<file path="src/rtl/bf16_mac_result_collector.sv">
`timescale 1ns/1ps
`default_nettype none
// ---------------------------------------------------------------------------
// bf16_mac_result_collector: captures bf16 MAC results PIPE_LAT cycles after
// issue, classifies them and buffers them in a credit-protected FIFO. Rev 1.0
// ---------------------------------------------------------------------------
module bf16_mac_result_collector #(
  parameter int PIPE_LAT = 6,
  parameter int DEPTH    = 8
) (
  input  logic                       clk,
  input  logic                       rst,
  input  logic                       in_valid,
  output logic                       in_ready,
  input  logic [15:0]                mac_result,
  output logic                       out_valid,
  input  logic                       out_ready,
  output logic [15:0]                out_data,
  output logic [3:0]                 out_flags,
  output logic [$clog2(DEPTH):0]     level,
  output logic                       issue_err
);

  localparam int AW = $clog2(DEPTH);
  localparam int LW = AW + 1;

  logic [PIPE_LAT-1:0] r_track;
  logic [LW-1:0]       r_inflight;
  logic [LW-1:0]       r_level;
  logic [AW-1:0]       r_wptr;
  logic [AW-1:0]       r_rptr;
  logic [19:0]         r_mem [DEPTH];
  logic [19:0]         r_head;
  logic                r_err;

  logic                w_issue;
  logic                w_arrive;
  logic                w_pop;
  logic [LW:0]         w_credit;
  logic [3:0]          w_flags;
  logic [19:0]         w_entry;
  logic [AW-1:0]       w_rptr_nxt;
  logic [LW-1:0]       w_remain;

  assign w_credit   = {1'b0, r_level} + {1'b0, r_inflight};
  assign in_ready   = w_credit < (LW+1)'(DEPTH);
  assign w_issue    = in_valid & in_ready;
  assign w_arrive   = r_track[PIPE_LAT-1];
  assign out_valid  = (r_level != '0);
  assign w_pop      = out_valid & out_ready;
  assign w_entry    = {w_flags, mac_result};
  assign w_rptr_nxt = r_rptr + AW'(w_pop);
  // entries already stored that survive this edge's pop
  assign w_remain   = r_level - LW'(w_pop);

  always_comb begin
    w_flags = 4'b0000;
    if (mac_result[14:7] == 8'hFF) begin
      w_flags = (mac_result[6:0] != 7'd0) ? 4'b1000 : 4'b0100;
    end else if (mac_result[14:7] == 8'h00) begin
      w_flags = (mac_result[6:0] == 7'd0) ? 4'b0010 : 4'b0001;
    end
  end

  always_ff @(posedge clk) begin
    if (w_arrive) r_mem[r_wptr] <= w_entry;
  end

  always_ff @(posedge clk) begin
    if (rst) begin
      r_track    <= '0;
      r_inflight <= '0;
      r_level    <= '0;
      r_wptr     <= '0;
      r_rptr     <= '0;
      r_head     <= '0;
      r_err      <= 1'b0;
    end else begin
      r_track <= (r_track << 1) | PIPE_LAT'(w_issue);
      case ({w_issue, w_arrive})
        2'b10:   r_inflight <= r_inflight + LW'(1);
        2'b01:   r_inflight <= r_inflight - LW'(1);
        default: r_inflight <= r_inflight;
      endcase
      case ({w_arrive, w_pop})
        2'b10:   r_level <= r_level + LW'(1);
        2'b01:   r_level <= r_level - LW'(1);
        default: r_level <= r_level;
      endcase
      if (w_arrive) r_wptr <= r_wptr + AW'(1);
      r_rptr <= w_rptr_nxt;
      // head register gives show-ahead output and holds its value when empty
      if (w_remain != '0) r_head <= r_mem[w_rptr_nxt];
      else if (w_arrive)  r_head <= w_entry;
      if (in_valid && !in_ready) r_err <= 1'b1;
    end
  end

  assign out_data  = r_head[15:0];
  assign out_flags = r_head[19:16];
  assign level     = r_level;
  assign issue_err = r_err;

endmodule
`default_nettype wire

</file>
<file path="config.mk">
export PLATFORM = sky130hd
export DESIGN_NAME = bf16_mac_result_collector
export DESIGN_NICKNAME = d
export VERILOG_FILES = /design/src/rtl/bf16_mac_result_collector.sv
export SDC_FILE = /design/constraint.sdc
export NUM_CORES = 1
export LEC_CHECK = 0
export CAP_MARGIN = 20
export CORE_ASPECT_RATIO = 0.6
export CORE_MARGIN = 2
export CORE_UTILIZATION = 55
export DETAILED_ROUTE_END_ITERATION = 16
export PLACE_DENSITY = 0.75
export REMOVE_ABC_BUFFERS = 1
export SYNTH_ARGS = -nofsm -noshare
export SYNTH_HDL_FRONTEND = slang
export SYNTH_SLANG_ARGS = --single-unit
</file>
<file path="constraint.sdc">
create_clock -name clk -period 4 [get_ports clk]
set_input_delay 1 -clock clk [delete_from_list [all_inputs] [get_ports clk]]
set_output_delay 1 -clock clk [all_outputs]
set_load 0.02 [all_outputs]
</file>
==> metrics list, run 1 <==
- Via count of the first global-routing pass: around 4,500
- Setup violations remaining at the end of the flow were counted as 0.
* Average wire per standard cell: roughly 22 um
- Crit path capture type: output pin
- 0 antenna diodes ended up in the layout.
- WP data required: approximately 3000 ps
* Setup crit start kind: register
- Max Cap Viol: 0
* Fraction of final layout cells with drive strength greater than 1: 0.1803
* DRT met1 WL: 7.240 mm
- Post-placement cell area: about 9000 um^2
- Number of distinct library cells after synthesis: 33
- The largest individual stage delay along the critical path comes from the cell clkdlybuf4s50_1.
* CP max stage delay: 690 ps
- Summed over all failing endpoints, the final setup total negative slack is 0 ps.
- For this run, the leading register cell type out of synthesis is edfxtp_1.
* Weighted congestion at the end of routability-driven global placement: ~0.74
- DIE WIDTH: approximately 160 um
* Number of buffer and inverter instances along the worst setup path: 1
- Counting instances, the worst hold path has a depth of 1.
* Die extent in y: between 90 and 100 um
- After synthesis the cells add up to 8060 um^2.
- Timing-limited maximum frequency: 0.2769 GHz
* Cell area after layout: 9419 um^2
- Setup repair after global routing left no endpoint under its margin.
- Number of DRC violations after detailed-routing iteration 0: just under 400
* Number of gates resized after CTS: 0
- After synthesis, the share of flip-flops with an asynchronous set or reset is 0.
* Remaining DRCs: 0
- The analysis attributes to cell leakage a power of roughly 3.1 nW.
- For this run, the post-layout net count is 561.
- Dpl hpwl: 9.785 mm
* Main combinational cell family by area after synthesis: multiplexers
* Count of cells along the worst register-to-register path: 10
- Maximum net fanout on the critical path: 6
* Sequential-to-total area share from yosys stat: 0.6979
- The signal on the critical path passes through ha_1 > a31o_2 > a2111oi_2 > clkdlybuf4s50_1.
- In this run the number of cells on the critical path is 4.
- Number of buffers added by the clock tree synthesis step: 19
* Slew @ Worst Pin: approximately 960 ps
- Synthesis handed over a netlist of about 470 instances.
- Vias: 4,277
- The floorplan step defined a die boundary enclosing 15,670 um^2.
- Outcome: complete, no violations
* Row count: 34
* Detailed route wirelength on metal3: about 870 um
* Number of hold violations in the final report: 0
* Synth warn: 0
- After synthesis, the share of cell area in mux cells is 0.1343.
- The worst setup path is of the reg -> out kind.
- Counting flops and latches in the post-synthesis netlist gives about 200.
- Leading cell type in the layout, fill and taps excluded: edfxtp_1
- Number of enable-type register cells in the synthesized netlist: 160
* Number of antenna violations at the first check in global routing: 0
- Class of the most critical hold timing path: reg -> reg
- The pre-antenna-repair detailed-routing pass consisted of 4 iterations.
- Synthesized area per cell: about 17 um^2
- Clock root buffer: clkbuf_16
* Worst slew margin relative to its limit: 0.3622
- The first global-routing pass estimated approximately 25 mm of wire.
* Clock latency reported for the late side of the worst-skew pair: between 400 and 500 ps
- Final-layout worst hold slack: ~430 ps
- For this design the ratio of total power to cell area is 445.4 nW/um^2.
- Commonest cells after routing, fill and taps aside: edfxtp_1 (160), clkdlybuf4s50_1 (45), dfxtp_1 (40)
- Entering global routing, the biggest net connects 42 pins.
- In the finished design, the share of the clock period the worst path needs comes to 0.9029.
- Post-cts hold buffer count: 0
- The worst-case IR drop observed on VDD is roughly 0.00032 V.
- Core utilization of the finished layout: 0.6531
- CTS sink cnt: 201
- For this configuration, the core starts out at a cell density of 0.5589.
- The number of max-slew violations in the final report is 0.
* Grt ovf: 0
- Total chip power: between 4 and 5 mW
- Counting along the longest clock path gives a buffer depth of 3.
- Of the total synthesized cell area, the portion taken by full adders, half adders and majority gates is 0.02515.
- Pin placement for this block handled 47 I/O pins.
- Minimum period implied by the final worst setup slack: ~3600 ps
- On the final layout, the worst clock skew is 10.55 ps.
- For the worst setup path, the data arrival time is 2610 ps.
- Simple-gate area share of the yosys netlist: 0.06054
* Setup fix buffers added after clock tree synthesis: 0
* Cell family with the largest share of critical-path delay: compound AO/OA/AOI/OAI gates
- The routed design has ~16 mm of wire.
- Across every metal layer, demand over resource in global routing totals 0.2141.
* Area growth from synthesis to layout: 16.86%
- In this run the number of H-tree levels came out at 1.
* Number of input and output port buffers inserted: 46
- Core Footprint: ~14,000 um^2
- After detailed routing, the number of vias per cell comes to ~5.8.
* Synth Area in Compound Gates: 0.04750
- Worst-path clk slew: roughly 70 ps
* Final antenna-violating net count: 0
- TritonCTS built the clock tree.
- Of the total synthesized cell area, the portion taken by XOR and XNOR cells is 0.009780.
* Highest routing layer actually used: met4
- After detailed routing, the met2 layer carries 7.649 mm of wire.
[final cells by class]
type | instances | area [um^2]
well taps | 198 | 247.7
clock inverters | 2 | 35.03
multi-input cells | 229 | 2270
clock buffers | 31 | 570.5
flip-flops and latches | 201 | 5627
repair buffers | 64 | 628.1
fillers | 968 | 5002
inverters | 11 | 41.29
[per-stage QoR]
step / setup slack, ps / std cells
3_5_place_dp: 567.7 / 703
2_1_floorplan: 91.69 / 441
4_1_cts: 350.0 / 736
3_3_place_gp: 578.0 / 703
6_report: 388.2 / 736
5_1_grt: 231.9 / 736
[cells in the mapped netlist, drive strengths merged, types with 11 or more instances]
cell,number,area share
a21oi,11,0.0068
a211oi,32,0.030
mux4,40,0.11
mux2i,17,0.021
ha,13,0.020
dfxtp,41,0.10
clkbuf,11,0.0051
nor2b,23,0.018
buf,14,0.015
edfxtp,160,0.60
inv,11,0.0051
nor2,26,0.012
nand2,17,0.0079
[worst paths after layout]
| kind | slack [ps] | endpoint | startpoint |
|---|---|---|---|
| worst max register to register | 790 | r_inflight[3]$_SDFFE_PP0P_ | level[1]$_SDFFE_PP0P_ |
| worst min register to register | 430 | r_track[5]$_SDFF_PP0_ | r_track[4]$_SDFF_PP0_ |
| worst min-delay path | 430 | r_track[5]$_SDFF_PP0_ | r_track[4]$_SDFF_PP0_ |
| worst max-delay path | 390 | in_ready | level[1]$_SDFFE_PP0P_ |
[report_power, final]
part,internal [mW],switching (mW)
registers,2.26,0.0117
clock network,1.04,0.716
logic,0.0773,0.0915
[metal layers]
layer,vias to the layer above,GRT usage
li1,1952,-
met1,2166,0.3028
met2,128,0.3463
met3,31,0.04248
met4,0,0.06168
met5,-,0
[worst register-to-register path: stages (launching register included)]
cell       delay [ps]
dfxtp_1           460
ha_1              270
a31o_2            250
a2111oi_2         470
nand2_1           170
ha_1              250
ha_1              340
a21oi_1           190
a21oi_1           100
or4_1             470
a21oi_1           160
[state kept, by name (all words and copies together), names as in the netlist]
signal      flops
r_track         6
r_rptr          3
issue_err       1
r_head         20
r_wptr          3
r_inflight      4
r_mem         160
level           4
[cells by family after synthesis]
logic type	after synthesis
compound gates	51
simple gates	97
buf+inv	36
mux	57
fa+ha+maj	15
flops	201
xor+xnor	9
No activity file was read; power rests on OpenSTA's default activity.
==> run 2: changes to the inputs <==
--- a/config.mk
+++ b/config.mk
@@ -12,6 +12,7 @@
 export DETAILED_ROUTE_END_ITERATION = 16
 export PLACE_DENSITY = 0.75
 export REMOVE_ABC_BUFFERS = 1
+export SLEW_MARGIN = 25
 export SYNTH_ARGS = -nofsm -noshare
 export SYNTH_HDL_FRONTEND = slang
 export SYNTH_SLANG_ARGS = --single-unit
==> results of run 2 <==
Final layout, timing and power as in run 1 (identical DEF).
==> run 3: changes to the inputs <==
--- a/config.mk
+++ b/config.mk
@@ -5,12 +5,13 @@
 export SDC_FILE = /design/constraint.sdc
 export NUM_CORES = 1
 export LEC_CHECK = 0
+export ABC_AREA = 1
 export CAP_MARGIN = 20
 export CORE_ASPECT_RATIO = 0.6
 export CORE_MARGIN = 2
-export CORE_UTILIZATION = 55
+export CORE_UTILIZATION = 40
 export DETAILED_ROUTE_END_ITERATION = 16
-export PLACE_DENSITY = 0.75
+export PLACE_DENSITY = 0.58
 export REMOVE_ABC_BUFFERS = 1
 export SLEW_MARGIN = 25
 export SYNTH_ARGS = -nofsm -noshare
==> constraint.sdc (replaced) <==
create_clock -name clk -period 3.5 [get_ports clk]
set_input_delay 0.875 -clock clk [delete_from_list [all_inputs] [get_ports clk]]
set_output_delay 0.875 -clock clk [all_outputs]
set_load 0.02 [all_outputs]
==> run 3 against run 2 <==
- die area is 44% higher
- critical path depth up 1
- non-clock buffer count rose by 12
- via count increased by 39%
- final area grew 6.8%
- combinational power rose to 21 times the previous value
- sequential share of layout area fell by 3.8 points
- register-to-register slack better by 330 ps
- largest cell class unchanged
==> metrics list, run 3 <==
- The flow ran to the end, and the final reports show no timing, DRC or antenna violations.
- Data arrives at the worst endpoint at about 2200 ps.
* WP data required: 2620 ps
- Power density over cell area: 848.0 nW/um^2
- Setup crit start kind: register
* Max Clock Skew: 11.36 ps
- Dpl hpwl: approximately 12 mm
* Largest registers in the final layout: r_mem (160), r_head (20), r_track (6)
- 47 I/O pins were placed.
* Number of DRC violations after detailed-routing iteration 0: ~480
* Max Cap Viol: 0
* Post-cts hold buffer count: 0
- Among all stages on the critical path, the largest delay is contributed by clkdlybuf4s50_1.
- Clock H-tree levels: 1
- Portion of the clock cycle consumed by the worst path in the final layout: 0.8775
- For the pin with the worst max-slew slack, the measured transition is ~850 ps.
- Simple-gate area share of the yosys netlist: 0.2016
- In this run the most critical hold path is launched from r_track[0]$_SDFF_PP0_.
- The highest metal layer carrying signal wires in the routed design is met4.
- Sequential standard cell area: between 5000 and 6000 um^2
* Area enclosed by the die boundary: 22,510 um^2
- Area growth from synthesis to layout: 18.16%
- Setup repair after global routing left no endpoint under its margin.
* VDD IR-drop max: between 0.0004 and 0.0005 V
- In the global route stage, overall resource usage came out at 0.1936.
- Number of enable-type register cells in the synthesized netlist: between 150 and 200
* Critical setup path kind: reg -> out
- Synth warn: 0
- Number of gates resized after CTS: 0
* Fill cells: around 1,900
- By count the netlist is led by nand2_1 (269), edfxtp_1 (160), nand3_1 (78).
* Largest cells by area after synthesis: edfxtp_1 (56%), nand2_1 (12%), dfxtp_1 (9.6%)
* Worst slew margin relative to its limit: 0.4312
- Vias: about 6,000
* CP max stage delay: ~600 ps
- The first global-routing pass estimated roughly 33 mm of wire.
* DRT met1 WL: ~10 mm
- After detailed routing, the number of vias per cell comes to about 5.0.
* Register bit total from synthesis: approximately 200
* Reg-to-reg critical path startpoint: level[1]$_SDFFE_PP0P_
- The share of synthesized area in the top cell type comes to 0.5642.
* Final antenna-violating net count: 0
- Buffers added to address setup during post-CTS repair amount to 0.
- Among all cell types in the netlist, the one instantiated most often is nand2_1.
- Dividing the synthesized area by the synthesized cell count gives between 10 and 15 um^2.
- The clock reaches the later pin of the worst-skew pair after about 500 ps.
- Weighted congestion at the end of routability-driven global placement: 0.8139
- Final WL: 20.91 mm
- Commonest cells after routing, fill and taps aside: nand2_1 (269), edfxtp_1 (160), nand3_1 (78)
- Dividing the detail-routed wire length by the instance count gives approximately 17 um.
* Fraction of registers with async set or reset after synthesis: 0
* Synthesized-area fraction occupied by adder cells: 0.02380
- DR WL met2: 9.035 mm
- Post-place setup slack: 510.8 ps
- Fraction of final layout cells with drive strength greater than 1: 0.07969
* Clock root buffer: clkbuf_16
- From left edge to right edge, the die measures slightly below 200 um.
- For this run, the register share of the synthesized area comes to 0.6606.
* Cell leakage power: just under 4 nW
* Number of antenna violations at the first check in global routing: 0
* Total standard cell area after synthesis: ~8500 um^2
* Minimum period implied by the final worst setup slack: around 3100 ps
* Main combinational cell family by area after synthesis: simple AND/OR/NAND/NOR gates
- Max reg flops: 160
- The multi-input combinational cells in the finished layout cover a total of around 2500 um^2.
- In this run, CTS created clock tree buffers numbering 20.
* Launch point of the worst path: level[3]$_SDFFE_PP0P_
- Cells along the critical path: ha_1 > nor3_1 > nand2_1 > inv_1 > clkdlybuf4s50_1
- Core utilization of the finished layout: 0.4808
- Leading cell type in the layout, fill and taps excluded: nand2_1
* Number of cells produced by synthesis: about 840
- Remaining DRCs: 0
- The most used flip-flop cell after synthesis is edfxtp_1.
- Via count of the first global-routing pass: roughly 5,600
- After layout, the worst setup slack is between 400 and 500 ps.
- Number of buffers between clock root and the deepest sink: 3
- Maximum net fanout on the critical path: 5
- Xor and xnor area share after synthesis: 0.008081
- Port buffering added 46 buffers.
- After global routing the overflow that remains totals 0.
- After detailed routing, the met3 layer carries roughly 1.2 mm of wire.
* CTS sink cnt: about 200
* Total Nets Final: about 940
- For this run, the top clock speed supported by timing is 0.3256 GHz.
- Initial Utilization: 0.4069
- After synthesis, the share of cell area in mux cells is 0.
- Setup violations remaining at the end of the flow were counted as 0.
- Most flop-heavy register: r_mem
- The hold violation total from the final report came to 0.
* Number of distinct library cells after synthesis: 24
* Slew Viols, Final: 0
- Synth Area in Compound Gates: 0.05407
- Number of iterations in the first detailed-routing pass: 5
* Worst-path clk slew: around 70 ps
- Measured along the y axis, the die boundary spans roughly 120 um.
* Post-synth top area cell: edfxtp_1
- Largest net degree at the start of global routing: between 50 and 60
- After floorplanning, the core was sized to cover between 20,000 and 25,000 um^2.
- Antenna Diode Count: 0
- The worst setup path is captured at an output pin.
- Class of the most critical hold timing path: reg -> reg
* Row count: slightly above 40
- TritonCTS built the clock tree.
-- run 3: changes by cell type in the layout (fill, tap and decap cells not counted), moves of 12 or more --
cell,previous run,this run
a211oi_1,32,0
a21oi_1,11,32
buf_4,15,27
inv_1,11,58
mux2i_1,17,0
mux4_2,37,0
nand2_1,17,269
nand3_1,4,78
nor2_1,20,68
nor2b_1,23,0
o21ai_0,0,54
-- run 3: cells by family after synthesis --
| kind of cell | after synthesis |
|---|---|
| DFF | 201 |
| and+or+nand+nor | 428 |
| AOI/OAI and AO/OA | 92 |
| buffers and inverters | 101 |
| adders and majority gates | 15 |
| xor gates and xnor gates | 7 |
-- run 3: worst max-delay path: cells and delay by family, from the launching register on --
| family | cells | cell delay, ps |
|---|---|---|
| buf+inv | 2 | 700 |
| flops | 1 | 420 |
| simple gates | 2 | 330 |
| fa+ha+maj | 1 | 260 |
-- run 3: power breakdown --
part | internal [mW] | switching, mW | total (mW)
logic | 1.25 | 2.33 | 3.58
registers | 2.71 | 0.102 | 2.81
clock network | 1.25 | 0.893 | 2.14
total | 5.21 | 3.32 | 8.53
-- run 3: per-stage QoR --
stage	setup TNS [ps]	cell area (um^2)	hold slack (ps)	total power, mW	instances
floorplan	-4541	8305	388.3	5.001	804
global placement	0	9408	391.2	6.399	1159
detailed placement	0	9408	395.0	6.404	1159
CTS	0	10060	405.0	8.555	1195
global route	0	10060	419.1	9.131	1195
finish	0	10060	402.7	8.533	1195
-- run 3: per-layer routing --
metal  GRT usage  vias up
li1            -     2922
met1      0.2941     2835
met2      0.2950      166
met3     0.02803       26
met4     0.04427        0
met5           0        -
-- run 3: final cells by class --
cell class                 instances  share of cell area
timing repair buffer              76             0.07187
sequential                       201              0.5591
multi-input combinational        542              0.2463
tap                              279             0.03469
clock buffer                      26             0.05409
inverter                          61             0.02300
clock inverter                    10             0.01094
-- run 3: path summary, 6_finish.rpt --
path / endpoint / slack (ps) / depth (start not counted)
max: in_ready / 430 / 5
min: r_track[1]$_SDFF_PP0_ / 400 / 2
max reg2reg: r_head[18]$_SDFFE_PP0P_ / 1120 / 12
min reg2reg: r_track[1]$_SDFF_PP0_ / 400 / 2
